===== src/rtl/mc_pkg.sv =====
// rtl/mc_pkg.sv - shared encodings for the multi-cycle control FSM
// Purpose: state codes, opcode constants, ALUOp/PCSource/ALUSrcB codes,
//          the packed control bundle and an opcode legality helper.
// Ports:   none (package).
package mc_pkg;

    typedef enum logic [3:0] {
        S_FETCH    = 4'd0,
        S_DECODE   = 4'd1,
        S_MEM_ADDR = 4'd2,
        S_MEM_RD   = 4'd3,
        S_MEM_WB   = 4'd4,
        S_MEM_WR   = 4'd5,
        S_R_EXE    = 4'd6,
        S_R_WB     = 4'd7,
        S_BRANCH   = 4'd8,
        S_JUMP     = 4'd9,
        S_I_EXE    = 4'd10,
        S_I_WB     = 4'd11
    } state_t;

    localparam logic [5:0] OP_R    = 6'b000000;
    localparam logic [5:0] OP_LW   = 6'b100011;
    localparam logic [5:0] OP_SW   = 6'b101011;
    localparam logic [5:0] OP_BEQ  = 6'b000100;
    localparam logic [5:0] OP_J    = 6'b000010;
    localparam logic [5:0] OP_ADDI = 6'b001000;

    localparam logic [1:0] ALU_ADD   = 2'b00;
    localparam logic [1:0] ALU_SUB   = 2'b01;
    localparam logic [1:0] ALU_FUNCT = 2'b10;

    localparam logic [1:0] PC_ALU    = 2'b00;
    localparam logic [1:0] PC_ALUOUT = 2'b01;
    localparam logic [1:0] PC_JUMP   = 2'b10;

    localparam logic [1:0] SRCB_REG     = 2'b00;
    localparam logic [1:0] SRCB_FOUR    = 2'b01;
    localparam logic [1:0] SRCB_IMM     = 2'b10;
    localparam logic [1:0] SRCB_IMM_SH2 = 2'b11;

    typedef struct packed {
        logic       pcWrite;
        logic       pcWriteCond;
        logic       iorD;
        logic       memRead;
        logic       memWrite;
        logic       memtoReg;
        logic       irWrite;
        logic       aluSrcA;
        logic       regWrite;
        logic       regDst;
        logic [1:0] pcSource;
        logic [1:0] aluOp;
        logic [1:0] aluSrcB;
        logic       illegal;
        logic [3:0] state;
    } ctrl_t;

    function automatic logic isLegalOp(input logic [5:0] op);
        return (op == OP_R) || (op == OP_LW) || (op == OP_SW) ||
               (op == OP_BEQ) || (op == OP_J) || (op == OP_ADDI);
    endfunction

endpackage


===== src/rtl/mc_control_if.sv =====
// rtl/mc_control_if.sv - datapath-facing signal bundle of the control FSM
// Purpose: groups opcode/mem_ready inputs and all datapath control outputs.
// Ports:   master = datapath side (drives opcode, mem_ready),
//          slave  = controller side (drives controls, illegal, state).
interface mc_control_if;
    logic [5:0] opcode;
    logic       mem_ready;
    logic       PCWrite;
    logic       PCWriteCond;
    logic       IorD;
    logic       MemRead;
    logic       MemWrite;
    logic       MemtoReg;
    logic       IRWrite;
    logic       ALUSrcA;
    logic       RegWrite;
    logic       RegDst;
    logic [1:0] PCSource;
    logic [1:0] ALUOp;
    logic [1:0] ALUSrcB;
    logic       illegal;
    logic [3:0] state;

    modport master (
        output opcode, mem_ready,
        input  PCWrite, PCWriteCond, IorD, MemRead, MemWrite, MemtoReg,
               IRWrite, ALUSrcA, RegWrite, RegDst, PCSource, ALUOp,
               ALUSrcB, illegal, state
    );

    modport slave (
        input  opcode, mem_ready,
        output PCWrite, PCWriteCond, IorD, MemRead, MemWrite, MemtoReg,
               IRWrite, ALUSrcA, RegWrite, RegDst, PCSource, ALUOp,
               ALUSrcB, illegal, state
    );
endinterface


===== src/rtl/mc_control_decode.sv =====
// rtl/mc_control_decode.sv - combinational state-to-control decoder
// Purpose: maps the current state (plus memReady in FETCH and opcode in
//          DECODE) to the datapath control bundle; everything is forced
//          to zero while rst is high.
// Ports:   rst, stateQ[3:0], memReady, opcode[5:0] in; ctrl (ctrl_t) out.
module mc_control_decode
    import mc_pkg::*;
(
    input  logic       rst,
    input  logic [3:0] stateQ,
    input  logic       memReady,
    input  logic [5:0] opcode,
    output ctrl_t      ctrl
);

    always_comb begin
        ctrl = '0;
        if (!rst) begin
            ctrl.state = stateQ;
            case (stateQ)
                S_FETCH: begin
                    ctrl.memRead  = 1'b1;
                    ctrl.aluSrcB  = SRCB_FOUR;
                    ctrl.aluOp    = ALU_ADD;
                    ctrl.pcSource = PC_ALU;
                    // IR and PC only update once the fetch actually completes
                    ctrl.irWrite  = memReady;
                    ctrl.pcWrite  = memReady;
                end
                S_DECODE: begin
                    ctrl.aluSrcB = SRCB_IMM_SH2;
                    ctrl.aluOp   = ALU_ADD;
                    ctrl.illegal = !isLegalOp(opcode);
                end
                S_MEM_ADDR, S_I_EXE: begin
                    ctrl.aluSrcA = 1'b1;
                    ctrl.aluSrcB = SRCB_IMM;
                    ctrl.aluOp   = ALU_ADD;
                end
                S_MEM_RD: begin
                    ctrl.memRead = 1'b1;
                    ctrl.iorD    = 1'b1;
                end
                S_MEM_WB: begin
                    ctrl.regWrite = 1'b1;
                    ctrl.memtoReg = 1'b1;
                end
                S_MEM_WR: begin
                    ctrl.memWrite = 1'b1;
                    ctrl.iorD     = 1'b1;
                end
                S_R_EXE: begin
                    ctrl.aluSrcA = 1'b1;
                    ctrl.aluSrcB = SRCB_REG;
                    ctrl.aluOp   = ALU_FUNCT;
                end
                S_R_WB: begin
                    ctrl.regWrite = 1'b1;
                    ctrl.regDst   = 1'b1;
                end
                S_BRANCH: begin
                    ctrl.aluSrcA     = 1'b1;
                    ctrl.aluSrcB     = SRCB_REG;
                    ctrl.aluOp       = ALU_SUB;
                    ctrl.pcWriteCond = 1'b1;
                    ctrl.pcSource    = PC_ALUOUT;
                end
                S_JUMP: begin
                    ctrl.pcWrite  = 1'b1;
                    ctrl.pcSource = PC_JUMP;
                end
                S_I_WB: begin
                    ctrl.regWrite = 1'b1;
                end
                // codes 12-15 are unreachable in normal operation; flag them
                default: ctrl.illegal = 1'b1;
            endcase
        end
    end

endmodule


===== src/rtl/mc_control.sv =====
// rtl/mc_control.sv - multi-cycle processor main control FSM (Moore)
// Purpose: sequences FETCH/DECODE/execute/writeback states per opcode and
//          drives the datapath controls through mc_control_decode.
// Ports:   clk, rst (sync, active-high); bus (mc_control_if.slave) carries
//          opcode, mem_ready, datapath controls, illegal and debug state.
module mc_control
    import mc_pkg::*;
#(
    parameter bit MEM_WAIT_EN = 1'b1
) (
    input  logic          clk,
    input  logic          rst,
    mc_control_if.slave   bus
);

    state_t stateQ;
    state_t stateD;
    logic   memReady;
    ctrl_t  ctrl;

    // with waiting disabled every memory access is treated as single-cycle
    assign memReady = MEM_WAIT_EN ? bus.mem_ready : 1'b1;

    always_ff @(posedge clk) begin
        if (rst) begin
            stateQ <= S_FETCH;
        end else begin
            stateQ <= stateD;
        end
    end

    always_comb begin
        stateD = S_FETCH;
        case (stateQ)
            S_FETCH:    stateD = memReady ? S_DECODE : S_FETCH;
            S_DECODE: begin
                case (bus.opcode)
                    OP_LW, OP_SW: stateD = S_MEM_ADDR;
                    OP_R:         stateD = S_R_EXE;
                    OP_BEQ:       stateD = S_BRANCH;
                    OP_J:         stateD = S_JUMP;
                    OP_ADDI:      stateD = S_I_EXE;
                    default:      stateD = S_FETCH;
                endcase
            end
            S_MEM_ADDR: stateD = (bus.opcode == OP_SW) ? S_MEM_WR : S_MEM_RD;
            S_MEM_RD:   stateD = memReady ? S_MEM_WB : S_MEM_RD;
            S_MEM_WR:   stateD = memReady ? S_FETCH : S_MEM_WR;
            S_R_EXE:    stateD = S_R_WB;
            S_I_EXE:    stateD = S_I_WB;
            default:    stateD = S_FETCH;
        endcase
    end

    mc_control_decode u_decode (
        .rst      (rst),
        .stateQ   (stateQ),
        .memReady (memReady),
        .opcode   (bus.opcode),
        .ctrl     (ctrl)
    );

    assign bus.PCWrite     = ctrl.pcWrite;
    assign bus.PCWriteCond = ctrl.pcWriteCond;
    assign bus.IorD        = ctrl.iorD;
    assign bus.MemRead     = ctrl.memRead;
    assign bus.MemWrite    = ctrl.memWrite;
    assign bus.MemtoReg    = ctrl.memtoReg;
    assign bus.IRWrite     = ctrl.irWrite;
    assign bus.ALUSrcA     = ctrl.aluSrcA;
    assign bus.RegWrite    = ctrl.regWrite;
    assign bus.RegDst      = ctrl.regDst;
    assign bus.PCSource    = ctrl.pcSource;
    assign bus.ALUOp       = ctrl.aluOp;
    assign bus.ALUSrcB     = ctrl.aluSrcB;
    assign bus.illegal     = ctrl.illegal;
    assign bus.state       = ctrl.state;

endmodule


===== src/flat_wrapper.sv =====
// flat-port wrapper written by rule: the top's interface ports become plain ports
module mc_control_flat import mc_pkg::*;
#(
    parameter bit MEM_WAIT_EN = 1'b1
)
  (clk, rst, bus_opcode, bus_mem_ready, bus_PCWrite, bus_PCWriteCond, bus_IorD, bus_MemRead, bus_MemWrite, bus_MemtoReg, bus_IRWrite, bus_ALUSrcA, bus_RegWrite, bus_RegDst, bus_PCSource, bus_ALUOp, bus_ALUSrcB, bus_illegal, bus_state);
  mc_control_if bus_i ();
  input  logic clk;
  input  logic rst;
  input wire logic [$bits(bus_i.opcode)-1:0] bus_opcode;
  input wire logic [$bits(bus_i.mem_ready)-1:0] bus_mem_ready;
  output wire logic [$bits(bus_i.PCWrite)-1:0] bus_PCWrite;
  output wire logic [$bits(bus_i.PCWriteCond)-1:0] bus_PCWriteCond;
  output wire logic [$bits(bus_i.IorD)-1:0] bus_IorD;
  output wire logic [$bits(bus_i.MemRead)-1:0] bus_MemRead;
  output wire logic [$bits(bus_i.MemWrite)-1:0] bus_MemWrite;
  output wire logic [$bits(bus_i.MemtoReg)-1:0] bus_MemtoReg;
  output wire logic [$bits(bus_i.IRWrite)-1:0] bus_IRWrite;
  output wire logic [$bits(bus_i.ALUSrcA)-1:0] bus_ALUSrcA;
  output wire logic [$bits(bus_i.RegWrite)-1:0] bus_RegWrite;
  output wire logic [$bits(bus_i.RegDst)-1:0] bus_RegDst;
  output wire logic [$bits(bus_i.PCSource)-1:0] bus_PCSource;
  output wire logic [$bits(bus_i.ALUOp)-1:0] bus_ALUOp;
  output wire logic [$bits(bus_i.ALUSrcB)-1:0] bus_ALUSrcB;
  output wire logic [$bits(bus_i.illegal)-1:0] bus_illegal;
  output wire logic [$bits(bus_i.state)-1:0] bus_state;
  assign bus_i.opcode = bus_opcode;
  assign bus_i.mem_ready = bus_mem_ready;
  assign bus_PCWrite = bus_i.PCWrite;
  assign bus_PCWriteCond = bus_i.PCWriteCond;
  assign bus_IorD = bus_i.IorD;
  assign bus_MemRead = bus_i.MemRead;
  assign bus_MemWrite = bus_i.MemWrite;
  assign bus_MemtoReg = bus_i.MemtoReg;
  assign bus_IRWrite = bus_i.IRWrite;
  assign bus_ALUSrcA = bus_i.ALUSrcA;
  assign bus_RegWrite = bus_i.RegWrite;
  assign bus_RegDst = bus_i.RegDst;
  assign bus_PCSource = bus_i.PCSource;
  assign bus_ALUOp = bus_i.ALUOp;
  assign bus_ALUSrcB = bus_i.ALUSrcB;
  assign bus_illegal = bus_i.illegal;
  assign bus_state = bus_i.state;
  mc_control #(.MEM_WAIT_EN(MEM_WAIT_EN)) u_core (.clk(clk), .rst(rst), .bus(bus_i));
endmodule

===== config.mk =====
export PLATFORM = sky130hd
export DESIGN_NAME = mc_control_flat
export DESIGN_NICKNAME = d
export VERILOG_FILES = /design/src/rtl/mc_pkg.sv /design/src/rtl/mc_control_if.sv /design/src/rtl/mc_control_decode.sv /design/src/rtl/mc_control.sv /design/src/flat_wrapper.sv
export SDC_FILE = /design/constraint.sdc
export NUM_CORES = 1
export LEC_CHECK = 0
export ABC_CLOCK_PERIOD_IN_PS = 2450
export BUFFER_PORTS_ARGS = -buffer_cell sky130_fd_sc_hd__buf_4
export CAP_MARGIN = 5
export CORE_ASPECT_RATIO = 1.2
export CORE_MARGIN = 5
export CORE_UTILIZATION = 30
export DETAILED_ROUTE_END_ITERATION = 16
export GPL_TIMING_DRIVEN = 0
export SKIP_CTS_REPAIR_TIMING = 1
export SLEW_MARGIN = 20
export SYNTH_ARGS = -nofsm -noshare
export SYNTH_HDL_FRONTEND = slang
export SYNTH_HIERARCHICAL = 1
export SYNTH_SLANG_ARGS = --single-unit

===== constraint.sdc =====
create_clock -name clk -period 2.45 [get_ports clk]
set_clock_uncertainty 0.15 [all_clocks]
set_input_delay 0.6125 -clock clk [delete_from_list [all_inputs] [get_ports clk]]
set_output_delay 0.6125 -clock clk [all_outputs]
set_load 0.02 [all_outputs]

* Yosys cells after proc, flatten, opt, wreduce, memory -nomap -nowiden
Cells that the tools add are included.
Storage, ports and cells: output and inout port bits 21, bits in read-only memories 0, memories 0, flip-flop bits (word level) 4, input port bits 9, bits in latches 0, memory bits (writable) 0
Cells by class: $lt $le $gt $ge 0, $add $sub $neg 0, muxes and demuxes 20, equality and inequality tests 16, multipliers 0, reduce and logical (&&, ||, !) cells 15, bitwise logic cells 0, shift-type cells 0, divide/modulo/power cells 0
Operators with widths (count):
- $pmux 4 s5 | 2
- $pmux 4 s7 | 1
- $mux 21 | 1
- $eq 4x3->1 const B | 4
- $eq 4x4->1 const B | 4
- $eq 6x6->1 const B | 2
- $reduce_or 11->1 | 1
- $mux 1 | 10
- $mux 3 | 3
- $eq 4x2->1 const B | 2
- $reduce_or 2->1 | 4
- $eq 6x2->1 const B | 1
- $eq 6x3->1 const B | 1
- $eq 6x4->1 const B | 1
- $logic_not 6->1 | 1
- $logic_or 1x1->1 | 5
- $eq 4x1->1 const B | 1
- $logic_not 4->1 | 1
- $pmux 1 s2 | 2
- $pmux 2 s2 | 1
- $reduce_or 4->1 | 1
- $reduce_or 3->1 | 1
- $logic_not 1->1 | 1

* Logic depth before layout (Yosys ltp)
Gate-level depths: netlist (run 1).
depth after elaboration 9, mapped depth 5

* Modules after synthesis
Netlist (run 1), hierarchy kept.
By module, submodules not included:
- mc_control | cells an instance 46, seq. area each 80.1 µm², times used 1, area an instance 361.6 µm²
- mc_control_decode | cells an instance 45, seq. area each 0.0 µm², times used 1, area an instance 300.3 µm²

* Worst setup path after synthesis (run 1)
Ideal clock, no wire load.
path type input port to output port, start in rst, end out bus_PCSource[0], slack -0.263 ns, arrival time 1.951 ns, path buffers 1, stages on the path 3, cells stage by stage or3_4 nor3b_1 buf_4
Between the ends: cells in the longest elaborated chain, start to end 1
RTL lines:
- start, declared | line flat_wrapper.sv:9 | input logic rst;
- $mux 21 | line mc_control_decode.sv:18 | if (!rst) begin
- end, declared | line flat_wrapper.sv:22 | output wire logic [$bits(bus_i.PCSource)-1:0] bus_PCSource;
No other way between the ends.

* Final worst setup path (run 1)
start in rst, end out bus_PCWriteCond
Between the ends: cells in the longest elaborated chain, start to end 1
RTL lines:
- $mux 21 | line mc_control_decode.sv:18
- end, declared | line flat_wrapper.sv:13 | output wire logic [$bits(bus_i.PCWriteCond)-1:0] bus_PCWriteCond;
No other way between the ends.

==> results of run 1 <==
area by class of cell:
type | count | area [µm²] | area share [%]
Inverter | 1 | 3.75 | 0.384
Tap cell | 30 | 37.5 | 3.84
Multi-Input combinational cell | 77 | 529 | 54.2
Sequential cell | 4 | 85.1 | 8.71
Clock buffer | 3 | 22.5 | 2.30
Buffer | 9 | 62.6 | 6.40
Timing Repair Buffer | 31 | 236 | 24.2
worst reg2reg max path: cells and delay by family, from the launching register on:
| kind | cells | cell delay, ns |
|---|---|---|
| AOI/OAI and AO/OA | 1 | 0.20 |
| buffers and inverters | 1 | 0.16 |
| and+or+nand+nor | 3 | 1.15 |
| DFF | 1 | 0.34 |
kinds of logic (layout without fill, tap and decap cells):
family	Yosys count	after routing
and+or+nand+nor	52	52
AOI/OAI and AO/OA	19	19
buffers and inverters	10	44
xor gates and xnor gates	4	4
DFF	4	4
adders and majority gates	1	1
muxes	1	1
layer usage:
layer  wire length, µm  global-route usage, %  share of wire [%]
met3               163                   2.91                9.3
met4                 0                   2.19                  0
met5                 0                      0                  0
met2               854                   20.6                 49
met1               733                   13.7                 42
worst paths after layout:
path                                       start          endpoint  cells past startpoint
worst max-delay path                         rst   bus_PCWriteCond                      5
worst min-delay path            u_core/stateQ[1]  u_core/stateQ[1]                      3
worst max register to register  u_core/stateQ[3]  u_core/stateQ[0]                      5
worst min register to register  u_core/stateQ[1]  u_core/stateQ[1]                      3
placed cells by master, fill, tap and decap left out, types with 2 or more instances in the layout:
cell type  instances
dfxtp_1            2
a21oi_1            6
nand2_1            5
o21ai_0            4
nand2b_1           5
xnor2_1            3
nand3b_1           2
clkbuf_4           4
a31oi_1            3
buf_4             32
clkbuf_1           2
nor3_1             7
nor4_1             2
buf_2              2
a221oi_1           2
nor2_1            10
buf_6              3
nand4b_1           4
nor4b_1            2
nor2b_1            4
or3b_2             2
power groups by stage:
| stage | combinational, mW | sequential, mW | clock [mW] |
|---|---|---|---|
| final | 0.0847 | 0.0700 | 0.0756 |
| after CTS | 0.0831 | 0.0707 | 0.0801 |
| after global routing | 0.0936 | 0.0704 | 0.0852 |
| after global placement | 0.0823 | 0.0717 | 0 |
| after detailed placement | 0.0829 | 0.0716 | 0 |
| after floorplan | 0.0494 | 0.0706 | 0 |
metrics by stage:
step	area (µm²)	cells	power, mW
2_1_floorplan	667	91	0.120
3_3_place_gp	922	150	0.154
3_5_place_dp	922	150	0.155
4_1_cts	945	153	0.234
5_1_grt	977	155	0.249
6_report	977	155	0.230
==> qor.yml, run 1 <==
run_status:
  outcome: "completed"
synthesis:
  synth_top_family_by_area: "simple AND/OR/NAND/NOR gates"
  synth_cell_types: 37
  synth-seq-area-share_pct: 12.1
  synth_most_common_cell: "nor2_1"
  yosys-top-cells-count: "10 x nor2_1, 7 x nor3_1, 6 x a21oi_1"
  async_flop_share_pct: 0
  yosysWarnings: 6
  synth_top_area_share_pct: 12.1
  netlist_instances: 91
  syn_avg_cell_area_um2: 7.27
  synth_edf_count: 0
  synth_xor_area_share_pct: 5.29
  syn_nets: 100
  synth_area_leaders: "dfxtp_1 12%, nor2_1 5.7%, nand4b_1 5.3%, nor3_1 5.3%, nand2b_1 4.7%"
  syn_area_um2: 662
  muxShareOfSynthArea_pct: 1.51
  yosys_most_used_dff: "dfxtp_1"
  synthAdderAreaFrac_pct: 1.51
  synth-compound-area-share_pct: 17.8
  yosys.area_share.simple_pct: 52.2
  yosys.area.top_type: "dfxtp_1"
  yosys_register_bits: 4
detailed_routing:
  ant_nets: 0
  wire_per_inst_um: 11.3
  num_vias: 774
  vias_per_cell: 4.99
  first_iter_violations: 6
  first_pass_iters: 4
  routed_wl_mm: 1.75
  drc: 0
finish:
  final_util_pct: 46.7
  nFillCells: 226
  largest_reg_flops: 4
  drive_gt1_share_pct: 41.6
  layout.nets: 136
  regMostFlops: "u_core/stateQ"
  top_regs: "u_core/stateQ: 4 flops"
  area_growth_pct: 47.6
  antennaDiodeCount: 0
job:
  cap_viol_max_count: 0
critical_path:
  path_class: "in2out"
  path_max_fanout: 5
  crit_chain: "buf_4, or3_4, nor3b_4, buf_4, buf_4"
  endpoint_kind: "output port"
  path_delay_family: "simple AND/OR/NAND/NOR gates"
  cpMaxStageDelayCell: "or3_4"
  cp_common_cell: "buf_4"
  crit_path_max_incr_delay_ns: 0.41
  reg2reg_slack_ns: 0.36
  worstPathArrival_ns: 1.61
  path_buf_inv: 3
  required_ns: 1.69
  cp-start-kind: "primary input"
floorplan:
  ios: 30
  die_w_um: 52.9
  rows: 18
  core_area_um2: 2090
  dieArea_um2: 3250
  start_util_pct: 31.6
  fp.dieH_um: 61.5
global_route:
  grt_start_max_net_pins: 14
  antenna_found_initial: 0
  gr-total-overflow: 0
  grt_pass1_wl_mm: 2.90
  grt_use_total_pct: 11.4
  grt_pass1_vias: 685
sta:
  holdWs_ns: 0.544
  fmax_ghz: 0.421
  worst_pin_slew_ns: 0.397
  finalSetupViolCount: 0
  timing.setup.tns_ns: 0
  fin_ws_ns: 0.0725
  layout_min_cycle_time_ns: 2.38
  final_hold_viol_count: 0
  timing.final.crit_share_pct: 97.0
  slew_violations: 0
  relSlewSlack_pct: 73.5
clock_network:
  clk_latency_ns: 0.23
  root_buffer: "clkbuf_4"
  clkTransAtPathRegs_ns: 0.03
  cts_max_level: 1
  cts_tree: "built"
  clock_path_buffers: 2
  cts_made_buffers: 3
  cts_sinks: 4
min_path:
  worstHoldPathType: "reg2reg"
place:
  gp_congestion: 0.742
  io_buffers: 29
  dp_hpwl_mm: 1.41
  pre_cts_ws_ns: 0.00423
pwr:
  combPwrFrac_pct: 36.8
  pwr-share-seq_pct: 30.4
  clkPwrFrac_pct: 32.8
  peakVddDrop_v: 0.000244
  p_int_mw: 0.162
  power_leakage_nw: 0.400
  pwr_density_cell_nw_per_um2: 236
  power.share.switching_pct: 29.6
  p_switching_mw: 0.0682
Power figures use the tool's default switching activity.
==> run 2, diff against run 1 <==
Settings changed: SYNTH_HIERARCHICAL 1 to unset.
==> qor.yml, run 2 <==
run_status:
  outcome: "completed"
global_route:
  grt_pass1_vias: 637
  busiest_layer: "met2"
  grt.met3_usage_pct: 2.52
  antenna_found_initial: 0
  grt_use_total_pct: 12.1
  grt_start_max_net_pins: 11
  gr-total-overflow: 0
  grt_util_met2_pct: 22.3
  grtUsageMet1_pct: 14.4
  grt_pass1_wl_mm: 2.95
finish:
  largest_reg_flops: 4
  regMostFlops: "u_core.stateQ"
  layout_common_cells: "31 x buf_4, 13 x nor2_1, 9 x nor3_1"
  drive_gt1_share_pct: 34.6
  top_regs: "u_core.stateQ: 4 flops"
  area_growth_pct: 46.3
  layout.nets: 138
  antennaDiodeCount: 0
  mostFrequentLayoutCell: "buf_4"
sta:
  layout_min_cycle_time_ns: 2.35
  finalSetupViolCount: 0
  slew_violations: 0
  rsz0062_at_grt: "true"
  final_hold_viol_count: 0
  timing.final.crit_share_pct: 95.9
  relSlewSlack_pct: 72.1
  fmax_ghz: 0.426
  timing.setup.tns_ns: 0
  worst_pin_slew_ns: 0.419
floorplan:
  die_w_um: 51.0
  ios: 30
  dieArea_um2: 3020
  core_area_um2: 1890
  start_util_pct: 32.0
  fp.dieH_um: 59.2
  rows: 17
synthesis:
  netlist_instances: 95
  synth_edf_count: 0
  synth_most_common_cell: "nor2_1"
  yosys-top-cells-count: "13 x nor2_1, 9 x nor3_1, 8 x buf_2"
  syn_area_um2: 606
  synth_area_leaders: "dfxtp_1 13%, nor2_1 8.1%, nor3_1 7.4%, buf_2 6.6%, a21oi_1 5.0%"
  syn_nets: 104
  async_flop_share_pct: 0
  yosys.area.top_type: "dfxtp_1"
  synth_top_area_share_pct: 13.2
  yosys_most_used_dff: "dfxtp_1"
  yosys_register_bits: 4
  synth_cell_types: 34
  synth-seq-area-share_pct: 13.2
  syn_avg_cell_area_um2: 6.37
  yosysWarnings: 0
clock_network:
  cts_sinks: 4
  clkTransAtPathRegs_ns: 0.04
  cts_max_level: 1
  cts_made_buffers: 3
  root_buffer: "clkbuf_4"
  clk_latency_ns: 0.23
  clock_path_buffers: 2
  cts_tree: "built"
detailed_routing:
  ant_nets: 0
  routed_wl_mm: 1.83
  vias_per_cell: 5.44
  first_pass_iters: 4
  wire_per_inst_um: 12.6
  drc: 0
  first_iter_violations: 21
  num_vias: 794
pwr:
  pwr_density_cell_nw_per_um2: 254
  total_power_mw: 0.225
  power_leakage_nw: 0.404
  peakVddDrop_v: 0.000216
critical_path:
  cp-start-kind: "register"
  worstPathArrival_ns: 1.59
  required_ns: 1.69
  crit_path_max_incr_delay_ns: 0.42
  crit_chain: "buf_4, inv_1, or3_1, nor3_1, buf_4"
  cp_common_cell: "buf_4"
  endpoint_kind: "output port"
  path_class: "reg2out"
  cpMaxStageDelayCell: "or3_1"
  path_max_fanout: 10
job:
  cap_viol_max_count: 0
place:
  gp_congestion: 0.784
  io_buffers: 29
  dp_hpwl_mm: 1.47
min_path:
  worstHoldPathType: "reg2reg"
## run 2: changes by cell type after synthesis, sizes merged, moves of 3 or more
cell    change
nand4       +4
nand4b      -4
nor2        +3
xnor2       -3
## run 2: final timing paths
check	startpoint	endpoint	slack (ns)	cells after the start
max	u_core.stateQ[2]	bus_MemtoReg	0.10	5
min reg2reg	u_core.stateQ[2]	u_core.stateQ[2]	0.50	3
max reg2reg	u_core.stateQ[3]	u_core.stateQ[2]	0.89	3
min	u_core.stateQ[2]	u_core.stateQ[2]	0.50	3
## run 2: where the power goes
part / switching (mW) / leakage [nW] / total, mW / internal, mW
Clock: 0.0266 / 0.0138 / 0.0813 / 0.0548
Combinational: 0.0435 / 0.358 / 0.0765 / 0.0330
Sequential: 0.000376 / 0.0325 / 0.0672 / 0.0669
Total: 0.0704 / 0.404 / 0.225 / 0.155
## run 2: per-stage QoR
step                      util (%)  hold slack, ns  instance area [µm²]  setup slack, ns  std cells
after detailed placement      44.8           0.491                  848            0.138        143
final                         46.8           0.497                  886            0.100        146
after floorplan                  -           0.418                  607           0.0863         95
after CTS                     46.0           0.497                  871           0.0458        146
after global routing          46.8           0.540                  886         -0.00654        146
after global placement        44.8           0.485                  848            0.140        143
## run 2: cell type report
cell class | count | area [µm²]
fillers | 227 | 1010
multi-input cells | 79 | 475
repair buffers | 29 | 218
flip-flops and latches | 4 | 80.1
plain buffers | 10 | 58.8
well taps | 19 | 23.8
clock buffers | 3 | 22.5
inverters | 2 | 7.51
## run 2: per-layer routing
layer	vias to the layer above	share of wire (%)
met2	28	49
met5	-	0
met4	0	0
met3	0	7.6
li1	414	-
met1	352	43
## run 2: critical path, delay by kind of cell, from the launching register on
| family | cells | cell delay [ns] |
|---|---|---|
| buffers and inverters | 3 | 0.42 |
| DFF | 1 | 0.35 |
| and+or+nand+nor | 2 | 0.58 |
## run 2: logic make-up (layout without fill, tap and decap cells)
group,after synthesis,count (layout),synth area share (%)
compound gates,19,19,20.2
xor+xnor,3,3,4.34
buf+inv,12,44,9.71
flops,4,4,13.2
mux,1,1,1.65
simple gates,56,56,50.8
==> run 3, diff against run 2 <==
Settings changed: SETUP_SLACK_MARGIN set to 0.15.
==> qor.yml, run 3 (synthesized netlist as in run 2, its figures left out) <==
sta:
  rsz0062_at_grt: "true"
  timing.setup.tns_ns: 0
  finalSetupViolCount: 0
  worst_pin_slew_ns: 0.312
  layout_min_cycle_time_ns: 2.29
  timing.final.crit_share_pct: 93.3
  fmax_ghz: 0.437
  final_hold_viol_count: 0
  relSlewSlack_pct: 79.1
  slew_violations: 0
critical_path:
  reg2reg_slack_ns: 0.87
  worstPathArrival_ns: 1.52
  path_class: "reg2out"
  rr_startpoint: "u_core.stateQ[3]"
  crit_chain: "buf_6, inv_1, or3_4, nor3_1, buf_4"
  cpMaxStageDelayCell: "or3_4"
  path_max_fanout: 8
  crit_path_max_incr_delay_ns: 0.40
  required_ns: 1.69
  endpoint_kind: "output port"
  crit-reg2reg-capture: "u_core.stateQ[2]"
  cp-start-kind: "register"
  ff2ff_path_depth: 3
global_route:
  grt_pass1_vias: 681
  antenna_found_initial: 0
  grt_start_max_net_pins: 11
  gr-total-overflow: 0
  grt_pass1_wl_mm: 2.98
  grt_use_total_pct: 12.5
min_path:
  whs_endpoint: "u_core.stateQ[2]"
  holdCritStartpoint: "u_core.stateQ[2]"
  worstHoldPathType: "reg2reg"
  min_path_cells: 3
detailed_routing:
  num_vias: 796
  drc: 0
  first_pass_iters: 4
  first_iter_violations: 13
  wire_per_inst_um: 12.9
  vias_per_cell: 5.38
  routed_wl_mm: 1.91
  ant_nets: 0
floorplan:
  fp.dieH_um: 59.2
  rows: 17
  die_w_um: 51.0
  ios: 30
  core_area_um2: 1890
  start_util_pct: 32.0
  dieArea_um2: 3020
clock_network:
  cts_max_level: 1
  clkTransAtPathRegs_ns: 0.04
  clock_path_buffers: 2
  cts_sinks: 4
  clk_latency_ns: 0.23
  cts_tree: "built"
  root_buffer: "clkbuf_4"
  cts_made_buffers: 3
place:
  dp_hpwl_mm: 1.46
  io_buffers: 29
  gp_congestion: 0.770
finish:
  drive_gt1_share_pct: 41.9
  mostFrequentLayoutCell: "buf_4"
  top_regs: "u_core.stateQ: 4 flops"
  layout_common_cells: "31 x buf_4, 12 x nor2_1, 8 x nor3_1"
  final_util_pct: 51.9
  area_growth_pct: 62.4
  ff_latch_area_um2: 85.1
  layout.nets: 140
  regMostFlops: "u_core.stateQ"
  multiInputGateArea_um2: 512
  nFillCells: 195
  antennaDiodeCount: 0
  largest_reg_flops: 4
job:
  cap_viol_max_count: 0
run_status:
  outcome: "completed"
pwr:
  pwr_density_cell_nw_per_um2: 235
  peakVddDrop_v: 0.000201
  power_leakage_nw: 0.443
-- run 3: changes by cell type in the layout (fill, tap and decap cells not counted), sizes merged --
cell	previous run	this run
buf	36	38
-- run 3: area by class of cell --
type / count / area share [%]
Buffer: 10 / 9.03
Multi-Input combinational cell: 79 / 52.0
Inverter: 2 / 0.763
Tap cell: 19 / 2.42
Sequential cell: 4 / 8.65
Clock buffer: 3 / 2.29
Timing Repair Buffer: 31 / 24.8
-- run 3: worst max-delay path by stage --
stage	startpoint	endpoint	slack, ns	depth (start not counted)
floorplan	u_core.stateQ[1]	bus_ALUSrcA	0.14	4
global placement	bus_opcode[3]	bus_illegal	0.14	6
detailed placement	bus_opcode[3]	bus_illegal	0.13	6
CTS	u_core.stateQ[2]	bus_MemtoReg	0.05	5
global route	u_core.stateQ[0]	bus_PCWrite	0.07	6
finish	u_core.stateQ[2]	bus_MemtoReg	0.16	5
-- run 3: worst max-delay path, delay by kind of cell, from the launching register on --
kind	cells	cell delay, ns
simple gates	2	0.55
buf+inv	3	0.38
flops	1	0.36
-- run 3: where the power goes --
group | total [mW] | switching, mW | internal (mW)
Sequential | 0.0665 | 0.000593 | 0.0659
Combinational | 0.0877 | 0.0457 | 0.0420
Clock | 0.0772 | 0.0227 | 0.0545
-- run 3: metrics by stage --
step / setup WS [ns] / hold WS, ns / power (mW) / instances / instance area [µm²]
finish: 0.164 / 0.491 / 0.231 / 148 / 983
CTS: 0.0500 / 0.503 / 0.225 / 146 / 882
global placement: 0.138 / 0.484 / 0.145 / 143 / 860
floorplan: 0.139 / 0.418 / 0.111 / 95 / 618
global route: 0.0700 / 0.532 / 0.249 / 148 / 983
detailed placement: 0.131 / 0.497 / 0.145 / 143 / 860
-- run 3: routing by layer --
| layer | up-vias | global-route usage [%] | part of all wire (%) |
|---|---|---|---|
| met3 | 2 | 1.76 | 6.7 |
| met2 | 27 | 22.8 | 49 |
| met1 | 350 | 14.4 | 43 |
| met4 | 0 | 4.62 | 0.73 |
| met5 | - | 0 | 0 |
| li1 | 417 | - | - |
